[config.mk]
export PLATFORM = sky130hd
export DESIGN_NAME = linkspeed_rx_flat
export DESIGN_NICKNAME = d
export VERILOG_FILES = /design/src/rtl/linkspeed_rx_if.sv /design/src/rtl/linkspeed_rx.sv /design/src/flat_wrapper.sv
export SDC_FILE = /design/constraint.sdc
export NUM_CORES = 1
export LEC_CHECK = 0
export BUFFER_PORTS_ARGS = -buffer_cell sky130_fd_sc_hd__buf_2
export CAP_MARGIN = 20
export CORE_AREA = 2 2 53 55
export CTS_BUF_LIST = sky130_fd_sc_hd__clkbuf_8
export DETAILED_ROUTE_END_ITERATION = 16
export DIE_AREA = 0 0 55 57
export PLACE_DENSITY_LB_ADDON = 0.08
export SYNTH_ARGS = -nofsm -noshare
export SYNTH_HDL_FRONTEND = slang
export SYNTH_SLANG_ARGS = --single-unit
[constraint.sdc]
create_clock -name clk -period 2.1 [get_ports clk]
set_clock_uncertainty 0.1 [all_clocks]
set_input_delay 0.42 -clock clk [delete_from_list [all_inputs] [get_ports clk]]
set_output_delay 0.42 -clock clk [all_outputs]
set_load 0.02 [all_outputs]
[src/rtl/linkspeed_rx_if.sv]
// Sideband request/response bundle between the remote-request decoder and the LINKSPEED responder.
interface linkspeed_rx_if #(
  parameter int MSG_W = 4
);
  logic [MSG_W-1:0] i_sideband_message;
  logic             i_sideband_valid;
  logic             i_busy_negedge_detected;
  logic [MSG_W-1:0] o_sideband_message;
  logic             o_valid_rx;

  modport master (
    output i_sideband_message,
    output i_sideband_valid,
    output i_busy_negedge_detected,
    input  o_sideband_message,
    input  o_valid_rx
  );

  modport slave (
    input  i_sideband_message,
    input  i_sideband_valid,
    input  i_busy_negedge_detected,
    output o_sideband_message,
    output o_valid_rx
  );
endinterface

[src/rtl/linkspeed_rx.sv]
// MBTRAIN.LINKSPEED responder: answers remote sideband requests, runs the RX point test,
// and reports the requested exit; a one-deep buffer holds a request while a response is in flight.
module linkspeed_rx #(
  parameter int MSG_W = 4
) (
  input  logic           clk,
  input  logic           rst_n,
  input  logic           i_en,
  linkspeed_rx_if.slave  sb,
  input  logic           i_point_test_ack,
  output logic           o_point_test_en,
  output logic           o_test_ack,
  output logic [2:0]     o_exit_code,
  output logic           o_error_seen,
  output logic           o_unexpected_msg
);

  localparam logic [MSG_W-1:0] START_REQ          = MSG_W'(1);
  localparam logic [MSG_W-1:0] START_RESP         = MSG_W'(2);
  localparam logic [MSG_W-1:0] ERROR_REQ          = MSG_W'(3);
  localparam logic [MSG_W-1:0] ERROR_RESP         = MSG_W'(4);
  localparam logic [MSG_W-1:0] REPAIR_REQ         = MSG_W'(5);
  localparam logic [MSG_W-1:0] REPAIR_RESP        = MSG_W'(6);
  localparam logic [MSG_W-1:0] SPEED_DEGRADE_REQ  = MSG_W'(7);
  localparam logic [MSG_W-1:0] SPEED_DEGRADE_RESP = MSG_W'(8);
  localparam logic [MSG_W-1:0] DONE_REQ           = MSG_W'(9);
  localparam logic [MSG_W-1:0] DONE_RESP          = MSG_W'(10);
  localparam logic [MSG_W-1:0] PHYRETRAIN_REQ     = MSG_W'(11);
  localparam logic [MSG_W-1:0] PHYRETRAIN_RESP    = MSG_W'(12);

  typedef enum logic [2:0] {
    S_IDLE,
    S_WAIT_START,
    S_RX_TEST,
    S_WAIT_REQ,
    S_FINISHED
  } state_t;

  typedef struct packed {
    logic             ok;
    logic [MSG_W-1:0] resp;
    logic [2:0]       exit_code;
    logic             finish;
    logic             err;
  } svc_t;

  // Outcome of servicing an exit-phase request; ok=0 means illegal given err_seen.
  function automatic svc_t decode_req(input logic [MSG_W-1:0] code, input logic err_seen);
    svc_t s;
    s = '0;
    case (code)
      DONE_REQ:       begin s.ok = 1'b1; s.resp = DONE_RESP;       s.exit_code = 3'd1; s.finish = 1'b1; end
      PHYRETRAIN_REQ: begin s.ok = 1'b1; s.resp = PHYRETRAIN_RESP; s.exit_code = 3'd2; s.finish = 1'b1; end
      ERROR_REQ:      begin s.ok = 1'b1; s.resp = ERROR_RESP;      s.err = 1'b1; end
      REPAIR_REQ: if (err_seen) begin
        s.ok = 1'b1; s.resp = REPAIR_RESP; s.exit_code = 3'd3; s.finish = 1'b1;
      end
      SPEED_DEGRADE_REQ: if (err_seen) begin
        s.ok = 1'b1; s.resp = SPEED_DEGRADE_RESP; s.exit_code = 3'd4; s.finish = 1'b1;
      end
      default: ;
    endcase
    return s;
  endfunction

  state_t           state_q, state_d;
  logic [MSG_W-1:0] msg_q, msg_d;
  logic             valid_q, valid_d;
  logic             pt_en_q, pt_en_d;
  logic             ack_q, ack_d;
  logic [2:0]       exit_q, exit_d;
  logic             err_q, err_d;
  logic             unexp_q, unexp_d;
  logic             buf_valid_q, buf_valid_d;
  logic [MSG_W-1:0] buf_msg_q, buf_msg_d;

  logic             req, busy, svc_buf, issue, store, clear_all;
  logic [MSG_W-1:0] code;
  svc_t             dn, dn_any, iss;

  always_ff @(posedge clk or negedge rst_n) begin
    if (!rst_n) begin
      state_q     <= S_IDLE;
      msg_q       <= '0;
      valid_q     <= 1'b0;
      pt_en_q     <= 1'b0;
      ack_q       <= 1'b0;
      exit_q      <= 3'd0;
      err_q       <= 1'b0;
      unexp_q     <= 1'b0;
      buf_valid_q <= 1'b0;
      buf_msg_q   <= '0;
    end else begin
      state_q     <= state_d;
      msg_q       <= msg_d;
      valid_q     <= valid_d;
      pt_en_q     <= pt_en_d;
      ack_q       <= ack_d;
      exit_q      <= exit_d;
      err_q       <= err_d;
      unexp_q     <= unexp_d;
      buf_valid_q <= buf_valid_d;
      buf_msg_q   <= buf_msg_d;
    end
  end

  always_comb begin
    state_d     = state_q;
    msg_d       = msg_q;
    valid_d     = valid_q;
    pt_en_d     = pt_en_q;
    ack_d       = ack_q;
    exit_d      = exit_q;
    err_d       = err_q;
    unexp_d     = 1'b0;
    buf_valid_d = buf_valid_q;
    buf_msg_d   = buf_msg_q;

    req       = sb.i_sideband_valid;
    code      = sb.i_sideband_message;
    busy      = sb.i_busy_negedge_detected;
    dn        = decode_req(code, err_q);
    dn_any    = decode_req(code, 1'b1);
    svc_buf   = 1'b0;
    issue     = 1'b0;
    store     = 1'b0;
    iss       = '0;
    clear_all = (state_q == S_IDLE) || !i_en;

    if (busy) valid_d = 1'b0;

    case (state_q)
      S_WAIT_START: if (req) begin
        if (code == START_REQ) begin
          msg_d   = START_RESP;
          valid_d = 1'b1;
          pt_en_d = 1'b1;
          state_d = S_RX_TEST;
        end else begin
          unexp_d = 1'b1;
        end
      end
      S_RX_TEST: begin
        if (i_point_test_ack) begin
          pt_en_d = 1'b0;
          state_d = S_WAIT_REQ;
        end
        // Exit-phase requests are parked until the point test finishes.
        if (req) begin
          if (dn_any.ok) store = 1'b1;
          else           unexp_d = 1'b1;
        end
      end
      S_WAIT_REQ: begin
        svc_buf = buf_valid_q && !valid_q;
        if (svc_buf) begin
          issue       = 1'b1;
          iss         = decode_req(buf_msg_q, err_q);
          buf_valid_d = 1'b0;
        end
        if (req) begin
          if (!dn.ok) unexp_d = 1'b1;
          else if (!svc_buf && (!valid_q || busy)) begin
            issue = 1'b1;
            iss   = dn;
          end else begin
            store = 1'b1;
          end
        end
      end
      S_FINISHED: begin
        ack_d       = 1'b1;
        buf_valid_d = 1'b0;
      end
      default: ;
    endcase

    // A full buffer only yields to PHYRETRAIN; anything else is dropped and flagged.
    if (store) begin
      if (!buf_valid_q || svc_buf) begin
        buf_valid_d = 1'b1;
        buf_msg_d   = code;
      end else if (code == PHYRETRAIN_REQ) begin
        buf_msg_d = code;
      end else begin
        unexp_d = 1'b1;
      end
    end

    if (issue) begin
      if (!iss.ok) begin
        unexp_d = 1'b1;
      end else begin
        msg_d   = iss.resp;
        valid_d = 1'b1;
        if (iss.err) err_d = 1'b1;
        if (iss.finish) begin
          exit_d      = iss.exit_code;
          state_d     = S_FINISHED;
          buf_valid_d = 1'b0;
        end
      end
    end

    if (clear_all) begin
      state_d     = (state_q == S_IDLE && i_en) ? S_WAIT_START : S_IDLE;
      msg_d       = '0;
      valid_d     = 1'b0;
      pt_en_d     = 1'b0;
      ack_d       = 1'b0;
      exit_d      = 3'd0;
      err_d       = 1'b0;
      unexp_d     = 1'b0;
      buf_valid_d = 1'b0;
      buf_msg_d   = '0;
    end
  end

  assign sb.o_sideband_message = msg_q;
  assign sb.o_valid_rx         = valid_q;
  assign o_point_test_en       = pt_en_q;
  assign o_test_ack            = ack_q;
  assign o_exit_code           = exit_q;
  assign o_error_seen          = err_q;
  assign o_unexpected_msg      = unexp_q;

endmodule

[src/flat_wrapper.sv]
// flat-port wrapper written by rule: the top's interface ports become plain ports
module linkspeed_rx_flat 
#(
  parameter int MSG_W = 4
)
  (clk, rst_n, i_en, i_point_test_ack, o_point_test_en, o_test_ack, o_exit_code, o_error_seen, o_unexpected_msg, sb_i_sideband_message, sb_i_sideband_valid, sb_i_busy_negedge_detected, sb_o_sideband_message, sb_o_valid_rx);
  linkspeed_rx_if #(.MSG_W(MSG_W)) sb_i ();
  input  logic clk;
  input  logic rst_n;
  input  logic i_en;
  input  logic i_point_test_ack;
  output logic o_point_test_en;
  output logic o_test_ack;
  output logic [2:0] o_exit_code;
  output logic o_error_seen;
  output logic o_unexpected_msg;
  input wire logic [$bits(sb_i.i_sideband_message)-1:0] sb_i_sideband_message;
  input wire logic [$bits(sb_i.i_sideband_valid)-1:0] sb_i_sideband_valid;
  input wire logic [$bits(sb_i.i_busy_negedge_detected)-1:0] sb_i_busy_negedge_detected;
  output wire logic [$bits(sb_i.o_sideband_message)-1:0] sb_o_sideband_message;
  output wire logic [$bits(sb_i.o_valid_rx)-1:0] sb_o_valid_rx;
  assign sb_i.i_sideband_message = sb_i_sideband_message;
  assign sb_i.i_sideband_valid = sb_i_sideband_valid;
  assign sb_i.i_busy_negedge_detected = sb_i_busy_negedge_detected;
  assign sb_o_sideband_message = sb_i.o_sideband_message;
  assign sb_o_valid_rx = sb_i.o_valid_rx;
  linkspeed_rx #(.MSG_W(MSG_W)) u_core (.clk(clk), .rst_n(rst_n), .i_en(i_en), .sb(sb_i), .i_point_test_ack(i_point_test_ack), .o_point_test_en(o_point_test_en), .o_test_ack(o_test_ack), .o_exit_code(o_exit_code), .o_error_seen(o_error_seen), .o_unexpected_msg(o_unexpected_msg));
endmodule
# Yosys cells after proc, flatten, opt, wreduce, memory -nomap -nowiden
# Cells that the tools add are included.
dict set report totals {
  regBits 20
  latchBits 0
  ram_bits 0
  mem_bits_ro 0
  in_bits 10
  out_inout_bits 12
  n_memories 0
}
dict set report op_classes {
  n_addsub 0
  mul 0
  div 0
  order_cmp 0
  eq_ne 18
  n_shift 0
  mux 88
  bitwise 0
  n_reduce_logical 23
}
# cell count
set ops {}
lappend ops {{5-bit case mux with 5 select lines} 3}
lappend ops {{1-bit two-way mux} 50}
lappend ops {{10-bit two-way mux} 5}
lappend ops {{4-bit two-way mux} 10}
lappend ops {{3-bit two-way mux} 11}
lappend ops {{4-bit case mux with 4 select lines} 2}
lappend ops {{9-bit two-way mux} 2}
lappend ops {{4-bit by 3-bit equality test with 1-bit output, second input constant} 4}
lappend ops {{4-bit equality test, second input constant} 4}
lappend ops {{2-bit nonzero test} 6}
lappend ops {{4-bit by 2-bit equality test with 1-bit output, second input constant} 2}
lappend ops {{3-bit by 2-bit equality test with 1-bit output, second input constant} 2}
lappend ops {{3-bit by 2-bit inequality test with 1-bit output, second input constant} 2}
lappend ops {{1-bit case mux with 2 select lines} 3}
lappend ops {{3-bit case mux with 2 select lines} 1}
lappend ops {{3-bit AND reduction} 2}
lappend ops {{3-bit nonzero test} 2}
lappend ops {{4-bit by 1-bit equality test with 1-bit output, second input constant} 1}
lappend ops {{1-bit logical NOT} 4}
lappend ops {{4-bit AND reduction} 1}
lappend ops {{3-bit by 1-bit equality test with 1-bit output, second input constant} 1}
lappend ops {{3-bit equality test, second input constant} 1}
lappend ops {{1-bit logical AND} 3}
lappend ops {{3-bit logical NOT} 1}
lappend ops {{4 further kinds} 6}

# Longest topological paths before layout
dict set report depth {
  word_depth 13
  ltp_mapped 6
  depth_no_buf 5
}

# Worst setup path after synthesis
# OpenSTA, ideal clock, no wires.
dict set report synth_timing {
  path_kind {register to register}
  from {register u_core.valid_q (netlist: u_core.sb.o_valid_rx)}
  to {register u_core.buf_msg_q[1]}
  setup_ns 0.130
  arrival_time_ns 1.549
  setup_slack_ns 0.321
  path_stages_with_launch 6
  synth_period_minus_slack_ns 1.779
  path_cell_list {dfrtp_1 nor2b_2 nor2_1 o32a_1 o31ai_1 a21oi_1}
}
dict set report synth_via {
  elab_chain_len 10
  word_cells_on_any_way 17
}
# item line_no
set synth_lines {}
lappend synth_lines {{start: declaration} linkspeed_rx.sv:68} ;# logic valid_q, valid_d;
lappend synth_lines {{start signal: assignment} linkspeed_rx.sv:96} ;# valid_q <= valid_d;
lappend synth_lines {{1-bit logical NOT *} {linkspeed_rx.sv:155, linkspeed_rx.sv:163}}
lappend synth_lines {{1-bit logical AND} linkspeed_rx.sv:155} ;# svc_buf = buf_valid_q && !valid_q;
lappend synth_lines {{1-bit logical NOT} linkspeed_rx.sv:163} ;# else if (!svc_buf && (!valid_q || busy)) begin
lappend synth_lines {{1-bit logical AND} linkspeed_rx.sv:163}
lappend synth_lines {{1-bit two-way mux} linkspeed_rx.sv:163}
lappend synth_lines {{1-bit two-way mux} linkspeed_rx.sv:162} ;# if (!dn.ok) unexp_d = 1'b1;
lappend synth_lines {{1-bit two-way mux} linkspeed_rx.sv:161} ;# if (req) begin
lappend synth_lines {{1-bit case mux with 2 select lines} linkspeed_rx.sv:132} ;# case (state_q)
lappend synth_lines {{2-bit nonzero test (no source line)} -}
lappend synth_lines {{2-bit AND reduction (no source line)} -}
lappend synth_lines {{end signal: assignment} linkspeed_rx.sv:103} ;# buf_msg_q <= buf_msg_d;
lappend synth_lines {{end: declaration} linkspeed_rx.sv:75} ;# logic [MSG_W-1:0] buf_msg_q, buf_msg_d;
# Every way passes the cells marked *; elsewhere a longest branch is shown, timed or not. The select of a mux whose other input is x is not followed.
# A chain may end at the register's enable or synchronous reset.

# Worst setup path in the final report
dict set report layout_timing {
  from {register u_core.valid_q (netlist: u_core.sb.o_valid_rx)}
  to {register u_core.buf_msg_q[3]}
}
# The elaborated chain is that of the path after synthesis.

==> results.md <==
* Slew Limit Fails at 0
* Synthesized area per cell at 9.15 um2
* Count of state elements after synthesis at 20
* Reported leakage power at 0.677 nW
* Clock tree from TritonCTS: yes
* Placer Congestion at 0.908
* Footprint of the multi-input gates at 841 um2
* Peak Freq at 0.509 GHz
* Post-cts hold buffer count at 0
* Most used flip-flop cell after synthesis: sky130_fd_sc_hd__dfrtp_1
* Routed Wire Length at 3.71 mm
* Worst-margin pin slew at 0.457 ns
* Initial core utilization at 54.2%
* Vias at 1352
* Flip-flop and latch area at 500 um2
* Diode insertion count for antenna repair at 0
* Max IR drop VDD at 0.501 mV
* Placeable core region at 2620 um2
* CTS clk-pin slew, worst paths at 0.09 ns
* Startpoint of the most critical register-to-register path: u_core.sb.o_valid_rx$_DFF_PN0_
* Number of max-cap violations at 0
* Final layout net count at 188
* Maximum root-to-sink buffer count at 2
* Startpoint-to-endpoint class of the critical path: reg -> reg
* Total iterations of the first detailed-routing run at 4
* Boundary Pins at 22
* Worst-skew pair later-pin latency at 0.27 ns
* Post-CTS sizing at 0
* Hold Path Class: in -> async
* Kind of capture point of the worst setup path: flip-flop
* Post-CTS Setup Inserts at 0
* Pwr dens at 551 nW/um2
* Setup repair after global routing missed its margin: false
* Worst slack on hold paths at -0.0136 ns
* Register area share after synthesis at 35.3%
* Gr ovfl total at 0
* Most Used Layer, Global Route: met1
* Die Y at 57 um
* Met1 Resource Use GR at 38.9%
* Met3 track demand over resource in global routing at 4.71%
* Die Footprint at 3140 um2
* Number of nets produced by synthesis at 165
* Rows at 19
* Critical path launch point type: flip-flop
* Fraction of registers with async set or reset after synthesis at 100%
* Period minus WS final at 1.96 ns
* Setup violators final at 0
* Number of remaining DRC errors at 0
* Area growth from synthesis to layout at 14.0%
* First-pass GRT wire length at 6.00 mm
* Synth area leaders: sky130_fd_sc_hd__dfrtp_1 (35%), sky130_fd_sc_hd__a21oi_1 (4.9%), sky130_fd_sc_hd__nand2_1 (3.2%), sky130_fd_sc_hd__nor3_2 (2.1%), sky130_fd_sc_hd__o211a_1 (2.1%)
* Largest area contributor in the netlist: sky130_fd_sc_hd__dfrtp_1
* Count of unique library cells instantiated by Yosys at 55
* Overall track demand over capacity in global routing at 26.8%
* Number of global-route vias before repair at 1225
* Largest fanout of any net on the critical path at 6
* Status: complete, but fails checks
* Layout cell share with drive strength beyond 1 at 29.4%
* TritonCTS Buffers at 3
* Worst R2R Path Depth at 5
* Proportion of netlist area held by the largest area contributor at 35.3%
* Input/output buffers at 21
* Maximum number of pins on one net before global-route repair at 21
* Final-report hold violation count at 16
* Global routing usage on met2 at 38.3%
* Internal reg-to-reg setup slack at 0.14 ns
* Clock sinks at 20
* Critical Path RT at 2.13 ns
* Total half-perimeter wirelength after legalization and detailed placement at 2.66 mm
* Capture instance of the worst register-to-register path: u_core.buf_msg_q[3]$_DFFE_PN0P_
* Total negative slack for setup checks at 0 ns
* Clock tree root driver cell: sky130_fd_sc_hd__clkbuf_8
* Slew margin rel. at 69.5%
* Post-synth EDFFs at 0
* Wire length per cell after detailed routing at 17.8 um
* Fill cells at 242
* Htree depth at 1
* Failing checks: negative hold slack
* Number of vias per cell after detailed routing at 6.50
* Fin crit share at 93.6%
* Synthesized instance count at 155
* Fraction of the core area covered by cells at the end of the flow at 61.8%
* Antenna Violating Nets Remaining at 0
* Initial antenna violation count at 0
* Violation count after the first detailed-route iteration at 56
* Syn. warnings at 0
* Horizontal die dimension at 55 um
* Critical path arrival at 2.00 ns
* Syn Std Cell Area at 1420 um2
-- synthesized netlist by cell type (2+ instances only) --
cell and number:
sky130_fd_sc_hd__dfrtp_1 20, sky130_fd_sc_hd__a21oi_1 14, sky130_fd_sc_hd__nand2_1 12, sky130_fd_sc_hd__inv_1 8, sky130_fd_sc_hd__nor2_1 8, sky130_fd_sc_hd__a31oi_1 4, sky130_fd_sc_hd__buf_2 4, sky130_fd_sc_hd__nand3_1 4
sky130_fd_sc_hd__o211ai_1 4, sky130_fd_sc_hd__o21ai_0 4, sky130_fd_sc_hd__o22ai_1 4, sky130_fd_sc_hd__o31ai_1 4, sky130_fd_sc_hd__nand2b_1 3, sky130_fd_sc_hd__nand3b_1 3, sky130_fd_sc_hd__nand4_1 3, sky130_fd_sc_hd__nor3_2 3
sky130_fd_sc_hd__o211a_1 3, sky130_fd_sc_hd__or3_1 3, sky130_fd_sc_hd__a21o_2 2, sky130_fd_sc_hd__and3b_1 2, sky130_fd_sc_hd__buf_6 2, sky130_fd_sc_hd__mux2_2 2, sky130_fd_sc_hd__nand3_2 2, sky130_fd_sc_hd__nor2b_1 2
sky130_fd_sc_hd__o21a_1 2, sky130_fd_sc_hd__o21ai_1 2, sky130_fd_sc_hd__o32a_1 2, sky130_fd_sc_hd__o32ai_1 2
-- how the worst max path moves through the flow --
stage	from	to	slack [ns]
2_1_floorplan	u_core.sb.o_valid_rx$_DFF_PN0_	u_core.buf_msg_q[1]$_DFFE_PN0P_	0.32
3_3_place_gp	sb_i_sideband_message[3]	u_core.buf_msg_q[2]$_DFFE_PN0P_	0.15
3_5_place_dp	sb_i_sideband_message[3]	u_core.o_exit_code[2]$_DFFE_PN0P_	0.12
4_1_cts	u_core.sb.o_valid_rx$_DFF_PN0_	u_core.buf_msg_q[3]$_DFFE_PN0P_	0.17
5_1_grt	u_core.sb.o_valid_rx$_DFF_PN0_	u_core.buf_msg_q[2]$_DFFE_PN0P_	0.03
6_report	u_core.sb.o_valid_rx$_DFF_PN0_	u_core.buf_msg_q[3]$_DFFE_PN0P_	0.14
-- power by group --
part / switching, mW / internal, mW
logic: 0.0691 / 0.0356
clock network: 0.141 / 0.255
registers: 0.00259 / 0.387
-- critical path, stage by stage, from the launching register on --
cell,delay (ns)
sky130_fd_sc_hd__dfrtp_1,0.46
sky130_fd_sc_hd__nor2b_2,0.34
sky130_fd_sc_hd__nor2_1,0.16
sky130_fd_sc_hd__o32a_1,0.41
sky130_fd_sc_hd__o31ai_1,0.25
sky130_fd_sc_hd__a21oi_1,0.10
-- routing by layer --
metal	vias up	share of wire (%)
met5	-	0
met4	0	2.5
met3	11	5.9
met2	48	46
met1	664	45
li1	629	-
-- sequential cells by signal, indices dropped and copies added, names as in the netlist --
name / flops
u_core.o_point_test_en: 1
u_core.sb.o_valid_rx: 1
u_core.o_exit_code: 3
u_core.o_test_ack: 1
u_core.buf_msg_q: 4
u_core.buf_valid_q: 1
u_core.o_unexpected_msg: 1
u_core.state_q: 3
u_core.sb.o_sideband_message: 4
u_core.o_error_seen: 1
-- cell usage in the layout (no fill, tap or decap), types with 2 or more instances in the layout --
cell type,n
sky130_fd_sc_hd__buf_2,21
sky130_fd_sc_hd__dfrtp_1,20
sky130_fd_sc_hd__a21oi_1,14
sky130_fd_sc_hd__nand2_1,12
sky130_fd_sc_hd__inv_1,8
sky130_fd_sc_hd__nor2_1,8
sky130_fd_sc_hd__nand3_1,4
sky130_fd_sc_hd__o22ai_1,4
sky130_fd_sc_hd__o211ai_1,4
sky130_fd_sc_hd__a31oi_1,4
sky130_fd_sc_hd__o31ai_1,4
sky130_fd_sc_hd__o21ai_0,4
sky130_fd_sc_hd__buf_4,4
sky130_fd_sc_hd__or3_1,3
sky130_fd_sc_hd__nand3b_1,3
sky130_fd_sc_hd__nor3_2,3
sky130_fd_sc_hd__nand2b_1,3
sky130_fd_sc_hd__o211a_1,3
sky130_fd_sc_hd__nand4_1,3
sky130_fd_sc_hd__clkbuf_8,3
sky130_fd_sc_hd__mux2_2,2
sky130_fd_sc_hd__nor2b_1,2
sky130_fd_sc_hd__a21o_2,2
sky130_fd_sc_hd__nand3_2,2
sky130_fd_sc_hd__and3b_1,2
sky130_fd_sc_hd__o32ai_1,2
sky130_fd_sc_hd__o21ai_1,2
sky130_fd_sc_hd__o32a_1,2
sky130_fd_sc_hd__o21a_1,2
-- stage by stage --
stage / instances / worst slack, ns / total power, mW / cell area, um2 / hold slack [ns]
floorplan: 155 / 0.321 / 0.463 / 1420 / 0.0244
global placement: 204 / 0.152 / 0.499 / 1550 / 0.285
detailed placement: 204 / 0.121 / 0.500 / 1550 / 0.296
CTS: 208 / 0.168 / 0.892 / 1620 / 0.00469
global route: 208 / 0.0348 / 0.924 / 1620 / 0.0240
finish: 208 / 0.135 / 0.890 / 1620 / -0.0136
-- cell type report --
cell class / count / area share (%)
clock buffers: 3 / 2.55
clock inverters: 1 / 1.86
flip-flops and latches: 20 / 31.0
repair buffers: 25 / 8.36
multi-input cells: 120 / 52.0
well taps: 31 / 2.40
inverters: 8 / 1.86
-- kinds of logic after synthesis --
logic type      share of synthesized area [%]
compound gates                           31.0
xor+xnor                                0.618
buf+inv                                  5.38
flops                                    35.3
simple gates                             26.1
mux                                      1.59
No activity file was read; power rests on OpenSTA's default activity.
